## src/rtl/lif_config_sequencer_if.sv

```systemverilog
// Bundle of signals between the LIF configuration sequencer, the parameter
// source that offers frames and the serial data loader that acknowledges them.
// The master side is the environment (frame source plus loader).
// The slave side is the sequencer itself.
interface lif_config_sequencer_if;
    // Parameter frame handshake
    logic       cfg_valid;
    logic       cfg_ready;
    logic [2:0] cfg_weight_a;
    logic [2:0] cfg_weight_b;
    logic [1:0] cfg_leak;
    logic [7:0] cfg_thr_min;
    logic [7:0] cfg_thr_max;

    // Serial loader link
    logic       load_mode;
    logic       serial_data;
    logic       params_ready;

    // Neuron gating and status
    logic       neuron_enable;
    logic       cfg_busy;
    logic       cfg_done;
    logic       cfg_error;

    modport master (
        output cfg_valid,
        output cfg_weight_a,
        output cfg_weight_b,
        output cfg_leak,
        output cfg_thr_min,
        output cfg_thr_max,
        output params_ready,
        input  cfg_ready,
        input  load_mode,
        input  serial_data,
        input  neuron_enable,
        input  cfg_busy,
        input  cfg_done,
        input  cfg_error
    );

    modport slave (
        input  cfg_valid,
        input  cfg_weight_a,
        input  cfg_weight_b,
        input  cfg_leak,
        input  cfg_thr_min,
        input  cfg_thr_max,
        input  params_ready,
        output cfg_ready,
        output load_mode,
        output serial_data,
        output neuron_enable,
        output cfg_busy,
        output cfg_done,
        output cfg_error
    );
endinterface

```

## src/rtl/lif_config_sequencer.sv

```systemverilog
// Configuration sequencer for the LIF neuron system.
// It takes one parallel parameter frame and range-checks the thresholds.
// It then shifts the frame MSB-first into the loader and waits for the loader
// to acknowledge. The neuron is held off until a frame has been acknowledged.
//
//   state         | meaning
//   --------------+-----------------------------------------------------------
//   ST_IDLE       | ready for a frame; neuron enabled if last frame was acked
//   ST_SHIFT      | load_mode high, one frame bit on serial_data per bit slot
//   ST_WAIT_READY | frame sent, waiting for params_ready or the timeout
//
// With enable_i low the whole block freezes: state, counters and registered
// outputs all hold. Only cfg_ready and neuron_enable fall, because they are
// combinational.
module lif_config_sequencer #(
    parameter int BIT_CYCLES    = 1,
    parameter int READY_TIMEOUT = 16
) (
    input  logic                   clk_i,
    input  logic                   reset_i,
    input  logic                   enable_i,
    lif_config_sequencer_if.slave  cfg_if
);
    // Hold counter reloads with BIT_CYCLES-1; timeout counter must reach READY_TIMEOUT-1
    localparam int HOLD_W = (BIT_CYCLES > 1) ? $clog2(BIT_CYCLES) : 1;
    localparam int TO_W   = $clog2(READY_TIMEOUT + 1);

    localparam logic [HOLD_W-1:0] HOLD_LOAD = HOLD_W'(BIT_CYCLES - 1);
    localparam logic [TO_W-1:0]   TO_LAST   = TO_W'(READY_TIMEOUT - 1);
    localparam logic [4:0]        FIRST_BIT = 5'd23;

    typedef enum logic [1:0] {
        ST_IDLE       = 2'd0,
        ST_SHIFT      = 2'd1,
        ST_WAIT_READY = 2'd2
    } state_t;

    state_t              state_q, state_d;
    logic [23:0]         frame_q, frame_d;
    logic [4:0]          bit_cnt_q, bit_cnt_d;
    logic [HOLD_W-1:0]   hold_cnt_q, hold_cnt_d;
    logic [TO_W-1:0]     to_cnt_q, to_cnt_d;
    logic                load_mode_q, load_mode_d;
    logic                serial_data_q, serial_data_d;
    logic                busy_q, busy_d;
    logic                done_q, done_d;
    logic                error_q, error_d;
    logic                configured_q, configured_d;

    logic                cfg_ready;
    logic                accept;
    logic                range_ok;
    logic [23:0]         frame_in;
    logic [4:0]          next_bit;

    assign cfg_ready = enable_i & (state_q == ST_IDLE);
    assign accept    = cfg_ready & cfg_if.cfg_valid;
    assign range_ok  = (cfg_if.cfg_thr_min <= cfg_if.cfg_thr_max);
    assign frame_in  = {cfg_if.cfg_weight_a, cfg_if.cfg_weight_b, cfg_if.cfg_leak,
                        cfg_if.cfg_thr_min, cfg_if.cfg_thr_max};
    assign next_bit  = bit_cnt_q - 5'd1;

    // State and registered outputs; everything holds while enable_i is low
    always_ff @(posedge clk_i) begin
        if (reset_i) begin
            state_q       <= ST_IDLE;
            frame_q       <= '0;
            bit_cnt_q     <= '0;
            hold_cnt_q    <= '0;
            to_cnt_q      <= '0;
            load_mode_q   <= 1'b0;
            serial_data_q <= 1'b0;
            busy_q        <= 1'b0;
            done_q        <= 1'b0;
            error_q       <= 1'b0;
            configured_q  <= 1'b0;
        end else if (enable_i) begin
            state_q       <= state_d;
            frame_q       <= frame_d;
            bit_cnt_q     <= bit_cnt_d;
            hold_cnt_q    <= hold_cnt_d;
            to_cnt_q      <= to_cnt_d;
            load_mode_q   <= load_mode_d;
            serial_data_q <= serial_data_d;
            busy_q        <= busy_d;
            done_q        <= done_d;
            error_q       <= error_d;
            configured_q  <= configured_d;
        end
    end

    // Next-state and next-output logic
    always_comb begin
        state_d       = state_q;
        frame_d       = frame_q;
        bit_cnt_d     = bit_cnt_q;
        hold_cnt_d    = hold_cnt_q;
        to_cnt_d      = to_cnt_q;
        load_mode_d   = load_mode_q;
        serial_data_d = serial_data_q;
        busy_d        = busy_q;
        done_d        = 1'b0;
        error_d       = error_q;
        configured_d  = configured_q;

        case (state_q)
            ST_IDLE: begin
                if (accept) begin
                    frame_d      = frame_in;
                    error_d      = 1'b0;
                    configured_d = 1'b0;
                    if (!range_ok) begin
                        // Rejected frame: flag it and stay ready for the next one
                        error_d = 1'b1;
                    end else begin
                        // First bit goes out straight from the incoming frame so it
                        // is on the line the cycle after the accept
                        state_d       = ST_SHIFT;
                        bit_cnt_d     = FIRST_BIT;
                        hold_cnt_d    = HOLD_LOAD;
                        load_mode_d   = 1'b1;
                        serial_data_d = frame_in[23];
                        busy_d        = 1'b1;
                    end
                end
            end

            ST_SHIFT: begin
                if (hold_cnt_q != '0) begin
                    hold_cnt_d = hold_cnt_q - HOLD_W'(1);
                end else if (bit_cnt_q == 5'd0) begin
                    state_d       = ST_WAIT_READY;
                    load_mode_d   = 1'b0;
                    serial_data_d = 1'b0;
                    to_cnt_d      = '0;
                end else begin
                    bit_cnt_d     = next_bit;
                    hold_cnt_d    = HOLD_LOAD;
                    serial_data_d = frame_q[next_bit];
                end
            end

            ST_WAIT_READY: begin
                // Acknowledge is checked first so it wins over a same-cycle timeout
                if (cfg_if.params_ready) begin
                    state_d      = ST_IDLE;
                    done_d       = 1'b1;
                    configured_d = 1'b1;
                    busy_d       = 1'b0;
                end else if (to_cnt_q == TO_LAST) begin
                    state_d = ST_IDLE;
                    error_d = 1'b1;
                    busy_d  = 1'b0;
                end else begin
                    to_cnt_d = to_cnt_q + TO_W'(1);
                end
            end

            default: begin
                state_d       = ST_IDLE;
                load_mode_d   = 1'b0;
                serial_data_d = 1'b0;
                busy_d        = 1'b0;
            end
        endcase
    end

    assign cfg_if.cfg_ready     = cfg_ready;
    assign cfg_if.load_mode     = load_mode_q;
    assign cfg_if.serial_data   = serial_data_q;
    assign cfg_if.cfg_busy      = busy_q;
    assign cfg_if.cfg_done      = done_q;
    assign cfg_if.cfg_error     = error_q;
    assign cfg_if.neuron_enable = enable_i & configured_q & (state_q == ST_IDLE);

endmodule
```

## src/flat_wrapper.sv

```systemverilog
// flat-port wrapper written by rule: the top's interface ports become plain ports
module lif_config_sequencer_flat 
#(
    parameter int BIT_CYCLES    = 1,
    parameter int READY_TIMEOUT = 16
)
  (clk_i, reset_i, enable_i, cfg_if_cfg_valid, cfg_if_cfg_weight_a, cfg_if_cfg_weight_b, cfg_if_cfg_leak, cfg_if_cfg_thr_min, cfg_if_cfg_thr_max, cfg_if_params_ready, cfg_if_cfg_ready, cfg_if_load_mode, cfg_if_serial_data, cfg_if_neuron_enable, cfg_if_cfg_busy, cfg_if_cfg_done, cfg_if_cfg_error);
  lif_config_sequencer_if cfg_if_i ();
  input  logic clk_i;
  input  logic reset_i;
  input  logic enable_i;
  input wire logic [$bits(cfg_if_i.cfg_valid)-1:0] cfg_if_cfg_valid;
  input wire logic [$bits(cfg_if_i.cfg_weight_a)-1:0] cfg_if_cfg_weight_a;
  input wire logic [$bits(cfg_if_i.cfg_weight_b)-1:0] cfg_if_cfg_weight_b;
  input wire logic [$bits(cfg_if_i.cfg_leak)-1:0] cfg_if_cfg_leak;
  input wire logic [$bits(cfg_if_i.cfg_thr_min)-1:0] cfg_if_cfg_thr_min;
  input wire logic [$bits(cfg_if_i.cfg_thr_max)-1:0] cfg_if_cfg_thr_max;
  input wire logic [$bits(cfg_if_i.params_ready)-1:0] cfg_if_params_ready;
  output wire logic [$bits(cfg_if_i.cfg_ready)-1:0] cfg_if_cfg_ready;
  output wire logic [$bits(cfg_if_i.load_mode)-1:0] cfg_if_load_mode;
  output wire logic [$bits(cfg_if_i.serial_data)-1:0] cfg_if_serial_data;
  output wire logic [$bits(cfg_if_i.neuron_enable)-1:0] cfg_if_neuron_enable;
  output wire logic [$bits(cfg_if_i.cfg_busy)-1:0] cfg_if_cfg_busy;
  output wire logic [$bits(cfg_if_i.cfg_done)-1:0] cfg_if_cfg_done;
  output wire logic [$bits(cfg_if_i.cfg_error)-1:0] cfg_if_cfg_error;
  assign cfg_if_i.cfg_valid = cfg_if_cfg_valid;
  assign cfg_if_i.cfg_weight_a = cfg_if_cfg_weight_a;
  assign cfg_if_i.cfg_weight_b = cfg_if_cfg_weight_b;
  assign cfg_if_i.cfg_leak = cfg_if_cfg_leak;
  assign cfg_if_i.cfg_thr_min = cfg_if_cfg_thr_min;
  assign cfg_if_i.cfg_thr_max = cfg_if_cfg_thr_max;
  assign cfg_if_i.params_ready = cfg_if_params_ready;
  assign cfg_if_cfg_ready = cfg_if_i.cfg_ready;
  assign cfg_if_load_mode = cfg_if_i.load_mode;
  assign cfg_if_serial_data = cfg_if_i.serial_data;
  assign cfg_if_neuron_enable = cfg_if_i.neuron_enable;
  assign cfg_if_cfg_busy = cfg_if_i.cfg_busy;
  assign cfg_if_cfg_done = cfg_if_i.cfg_done;
  assign cfg_if_cfg_error = cfg_if_i.cfg_error;
  lif_config_sequencer #(.BIT_CYCLES(BIT_CYCLES), .READY_TIMEOUT(READY_TIMEOUT)) u_core (.clk_i(clk_i), .reset_i(reset_i), .enable_i(enable_i), .cfg_if(cfg_if_i));
endmodule
```

## config.mk

```make
export PLATFORM = sky130hd
export DESIGN_NAME = lif_config_sequencer_flat
export DESIGN_NICKNAME = d
export VERILOG_FILES = /design/src/rtl/lif_config_sequencer_if.sv /design/src/rtl/lif_config_sequencer.sv /design/src/flat_wrapper.sv
export SDC_FILE = /design/constraint.sdc
export NUM_CORES = 1
export LEC_CHECK = 0
export CELL_PAD_IN_SITES_DETAIL_PLACEMENT = 1
export CELL_PAD_IN_SITES_GLOBAL_PLACEMENT = 1
export CORE_MARGIN = 2
export CORE_UTILIZATION = 50
export DETAILED_ROUTE_END_ITERATION = 12
export DONT_BUFFER_PORTS = 1
export PLACE_DENSITY = 0.93
export SYNTH_ARGS = -nofsm -noshare
export SYNTH_HDL_FRONTEND = slang
export SYNTH_SLANG_ARGS = --single-unit
```

## constraint.sdc

```tcl
create_clock -name clk_i -period 4.9 [get_ports clk_i]
set_input_delay 0.49 -clock clk_i [delete_from_list [all_inputs] [get_ports clk_i]]
set_output_delay 0.49 -clock clk_i [all_outputs]
set_load 0.005 [all_outputs]
```

# Yosys cells after proc, flatten, opt, wreduce, memory -nomap -nowiden
# Index checks and enable logic that the tools add are counted.
totals:
  output_inout_bits: 7
  elab_cells: 96
  regBits: 43
  in_bits: 29
op_classes:
  eq_ne: 13
  muxes: 46
  bitwise: 6
  n_addsub: 3
  n_lt_le_gt_ge: 2
  reduce_logical: 15
ops:
  columns: ["op", "n"]
  rows:
  - ["$mux W5", 8]
  - ["$reduce_and A6 Y1", 4]
  - ["$mux W1", 22]
  - ["$pmux W5 S2", 2]
  - ["$reduce_and A5 Y1", 3]
  - ["$mux W2", 6]
  - ["$ne A2 B2 Y1 const B", 5]
  - ["$pmux W1 S3", 3]
  - ["$le A8 B8 Y1", 1]
  - ["$ne A2 B1 Y1 const B", 4]
  - ["$reduce_and A4 Y1", 2]
  - ["$lt A5 B6 Y1 const B", 1]
  - ["$pmux W1 S2", 3]
  - ["$pmux W2 S3", 1]
  - ["$reduce_bool A2 Y1", 3]
  - ["$add A5 B1 Y5 const B", 1]
  - ["$bmux W1 S5", 1]
  - ["$eq A5 B4 Y1 const B", 1]
  - ["$logic_not A5 Y1", 1]
  - ["$sub A5 B1 Y5 const B", 1]
  - ["$and A1 B1 Y1", 4]
  - ["$ne A3 B2 Y1 const B", 1]
  - ["$reduce_and A3 Y1", 1]
  - ["$eq A2 B1 Y1 const B", 1]
  - ["other kinds (4)", 5]

# Longest topological paths before layout
depth:
  ltp_word: 6
  mapped_depth: 10

# Least setup slack after synthesis
# OpenSTA, ideal clock, no wires.
synth_path:
  kind: "register to register"
  startpoint: "reg u_core.bit_cnt_q[0]"
  endpoint: "reg u_core.serial_data_q (netlist: u_core.cfg_if.serial_data)"
  t_arrival_ps: 2220
  setup_ps: 135
  slack_ps: 2545
  t_required_ps: 4765
  path_buffers: 2
  stages_incl_launch_ff: 10
  cell_sequence: "dfxtp_1 -> buf_2 -> inv_1 -> ha_1 -> buf_1 -> mux4_1 -> a22oi_1 -> nor3b_1 -> a2111oi_2 -> a211oi_1"
synth_via:
  elab_chain_cells: 6
synth_lines:
  columns: ["element", "line_no", "source"]
  rows:
  - ["start: declaration", "lif_config_sequencer.sv:40", "logic [4:0] bit_cnt_q, bit_cnt_d;"]
  - ["start signal: assignment", "lif_config_sequencer.sv:80", "bit_cnt_q <= bit_cnt_d;"]
  - ["$sub A5 B1 Y5", "lif_config_sequencer.sv:61", "assign next_bit = bit_cnt_q - 5'd1;"]
  - ["$bmux W1 S5", "lif_config_sequencer.sv:139", "serial_data_d = frame_q[next_bit];"]
  - ["$mux W1 (implied by the code)", "lif_config_sequencer.sv:139", null]
  - ["$mux W1 *", "lif_config_sequencer.sv:131", "end else if (bit_cnt_q == 5'd0) begin"]
  - ["$mux W1 *", "lif_config_sequencer.sv:129", "if (hold_cnt_q != '0) begin"]
  - ["$pmux W1 S3 *", "lif_config_sequencer.sv:106", "case (state_q)"]
  - ["end signal: assignment", "lif_config_sequencer.sv:84", "serial_data_q <= serial_data_d;"]
  - ["end: declaration", "lif_config_sequencer.sv:44", "logic serial_data_q, serial_data_d;"]
# Every way passes the cells marked *; elsewhere a longest branch is shown, timed or not. The select of a mux whose other input is x is not followed.
# A chain may end at the register's enable or synchronous reset.

# Worst setup path after layout
# Same ends and word-level chain as after synthesis.

==> flow_metrics.tcl <==
set metrics [dict create \
    status "finished, final reports clean" \
    rsz0062_at_grt "false" \
    die_w_um 71.36 \
    vias 1959 \
    critPathCaptureType "flop" \
    fin_nets 308 \
    initial_utilization_pct 52.10 \
    yosysSeqAreaShare_pct 37.07 \
    syn_area_um2 2268 \
    tns_ns 0 \
    netSwitchingPower_mw 0.2192 \
    final_cell_count_no_fill 321 \
    min_path_type "in2reg" \
    cts.sinks 42 \
    design.core.area_um2 4354 \
    max_freq_ghz 0.3756 \
    ys_warn_count 0 \
    route.detailed.wl_per_inst_um 18.28 \
    drv_slew 0 \
    clock_power_share_pct 31.5 \
    yosysTopAreaCellShare_pct 37.07 \
    design_area_um2 2371 \
    ys_ff_latch 42 \
    p_comb_share_pct 18.4 \
    route.detailed.drc 0 \
    grt_max_degree 44 \
    r2r-start "u_core.bit_cnt_q[0]" \
    cp_top_family "flip-flops" \
    worst_ir_drop_vdd_mv 0.2411 \
    multi_input_area_um2 1299 \
    fillers 534 \
    die-area_um2 5092 \
    ctsRootBufferMaster "clkbuf_8" \
    globalplace.congestion 0.8655 \
    worstPathArrival_ns 2.85 \
    cts_max_level 2 \
    dp_cells 313 \
    finalSetupViolCount 0 \
    grt_use_total_pct 24.62 \
    drt-initial-drc-count 97 \
    r2r_cells 8 \
    cts_buffers 5 \
    crit_path_end "u_core.cfg_if.serial_data" \
    leakagePower_nw 0.8860 \
    switching_share_pct 29.24 \
    synthTopCellsByArea "dfxtp_1, nand2_1, a21oi_1" \
    worst_slew_pin_slew_ns 0.8312 \
    die_h_um 71.36 \
    cts_tree "built" \
    clock_latency_ns 0.30 \
    synth_cell_type_count 48 \
    dr.pass1.iters 4 \
    placed_area_um2 2276 \
    timing.rr.end "u_core.cfg_if.serial_data" \
    synth_commonest_cells "nand2_1, dfxtp_1, a21oi_1" \
    slew_headroom_pct 44.47 \
    ff_latch_area_um2 840.8 \
    cts-resized-gates 0 \
    area_delta_synth_final_pct 4.523 \
    start_kind "flop" \
    crit_cells 8 \
    max_stage_delay_ns 0.55 \
    path_max_fanout 7 \
    grt_pass1_vias 2049 \
    syn-num-nets 315 \
    cp.required_ns 5.09 \
    cts_setup_buffers 0 \
    cap_violations 0 \
    hold_viol_final 0 \
    path_clk_slew_ns 0.09 \
    synth_most_common_cell "nand2_1" \
    synth_edf_count 0 \
    critPathKind "reg2reg" \
    reg2reg_slack_ns 2.24 \
    synth_area_per_cell_um2 8.249 \
    critPathBufInv 1 \
    rows 24 \
    antenna_left 0 \
    port_buffers 0 \
    grt-ovfl-total 0 \
    antenna_cells 0 \
    synth_ff_type "dfxtp_1" \
    fin_skew_ns 0.01445 \
    routed_wl_um 5868 \
    path_cells "inv_1, ha_1, xnor2_2, mux4_2, a22oi_1, nor3b_1, a2111oi_2, a211oi_1" \
    p_per_area_nw_per_um2 316.1 \
    cp_slowest_cell "dfxtp_1" \
    fin_crit_sh_pct 54.33 \
    postCtsHoldBufs 0 \
    pin_count 36 \
    seq_power_share_pct 50.1 \
    post-dp-hpwl_um 4215 \
    critPathLaunch "u_core.bit_cnt_q[0]" \
    grt_pass1_wl_um 9901 \
    final_core_util_pct 54.45 \
    internal-power_mw 0.5304 \
    viasPerCell 6.103 \
    fin_crit_ns 2.662 \
    cts.path.max_buffers 2 \
    syn_inst 275 \
    antenna_found_initial 0 \
    final_layout_size_suffix_gt1_share_pct 8.550 \
    yosys.area.top_type "dfxtp_1" \
    ys_async_sr_fraction_pct 0 \
]
flip-flops by register name (all words and copies together), names as in the netlist:
name and cells:
u_core.state_q 2, u_core.cfg_if.cfg_busy 1, u_core.to_cnt_q 5, u_core.cfg_if.cfg_done 1
u_core.configured_q 1, u_core.bit_cnt_q 5, u_core.cfg_if.cfg_error 1, u_core.cfg_if.serial_data 1
u_core.frame_q 24, u_core.cfg_if.load_mode 1
layout by cell type (no fill, tap or decap), types with 2 or more instances in the layout:
cell      Yosys  final
a21oi_1      38     38
a22oi_1       3      3
or3_1         2      2
dfxtp_1      42     42
nor3_1        8      8
clkbuf_8      0      6
nand4_1       2      2
o21a_1        4      4
ha_1         11     11
a31oi_1       2      2
nor2b_1       5      5
o21ai_0       7      7
xnor2_1       3      3
and2_1        2      2
mux4_2        5      5
inv_1        19     19
nor3b_1       3      3
nand2_1      55     55
a221oi_1      3      3
nor2_1       15     15
o211ai_1      2      2
a211oi_1      2      2
nand3_1       5      5
routing by layer:
layer / track usage [%] / share of wire [%]
met2: 39.09 / 48
met3: 6.751 / 6.1
met5: 0 / 0
met1: 32.23 / 44
met4: 9.015 / 2.6
cells by family after synthesis:
family | Yosys count | synth area share [%]
XOR/XNOR | 4 | 1.876
adder cells (fa/ha/maj) | 11 | 6.067
multiplexers | 8 | 7.060
flip-flops | 42 | 37.07
AND/OR/NAND/NOR | 108 | 23.00
AO/OA/AOI/OAI | 69 | 19.25
buffers and inverters | 33 | 5.681
worst min-delay path by stage:
stage / startpoint / end / cells past startpoint
2_1_floorplan: u_core.frame_q[20] / u_core.frame_q[20] / 2
3_3_place_gp: u_core.frame_q[0] / u_core.frame_q[0] / 2
3_5_place_dp: u_core.frame_q[21] / u_core.frame_q[21] / 2
4_1_cts: reset_i / u_core.cfg_if.load_mode / 1
5_1_grt: reset_i / u_core.state_q[0] / 1
6_report: reset_i / u_core.cfg_if.load_mode / 1
cell type report:
type                       count  share of cell area (%)
tap                           52                   2.744
multi-input combinational    200                   54.78
clock inverter                 2                  0.5277
inverter                      19                   3.008
sequential                    42                   35.46
clock buffer                   6                   3.483
stage by stage:
| stage | hold WS [ns] | setup WS, ns | total power [mW] |
|---|---|---|---|
| after floorplan | 0.4315 | 2.545 | 0.4934 |
| after global placement | 0.4369 | 2.432 | 0.5093 |
| after detailed placement | 0.4424 | 2.259 | 0.5179 |
| after CTS | 0.2404 | 2.223 | 0.7554 |
| after global routing | 0.2370 | 1.996 | 0.7854 |
| final | 0.2495 | 2.238 | 0.7496 |
power by group through the flow:
stage	clock network [mW]	logic, mW	registers [mW]
after detailed placement	0	0.135	0.383
after global placement	0	0.127	0.382
after CTS	0.243	0.138	0.375
after floorplan	0	0.118	0.375
after global routing	0.255	0.152	0.378
final	0.236	0.138	0.375
Note: power is estimated with default switching activity, not from simulation.
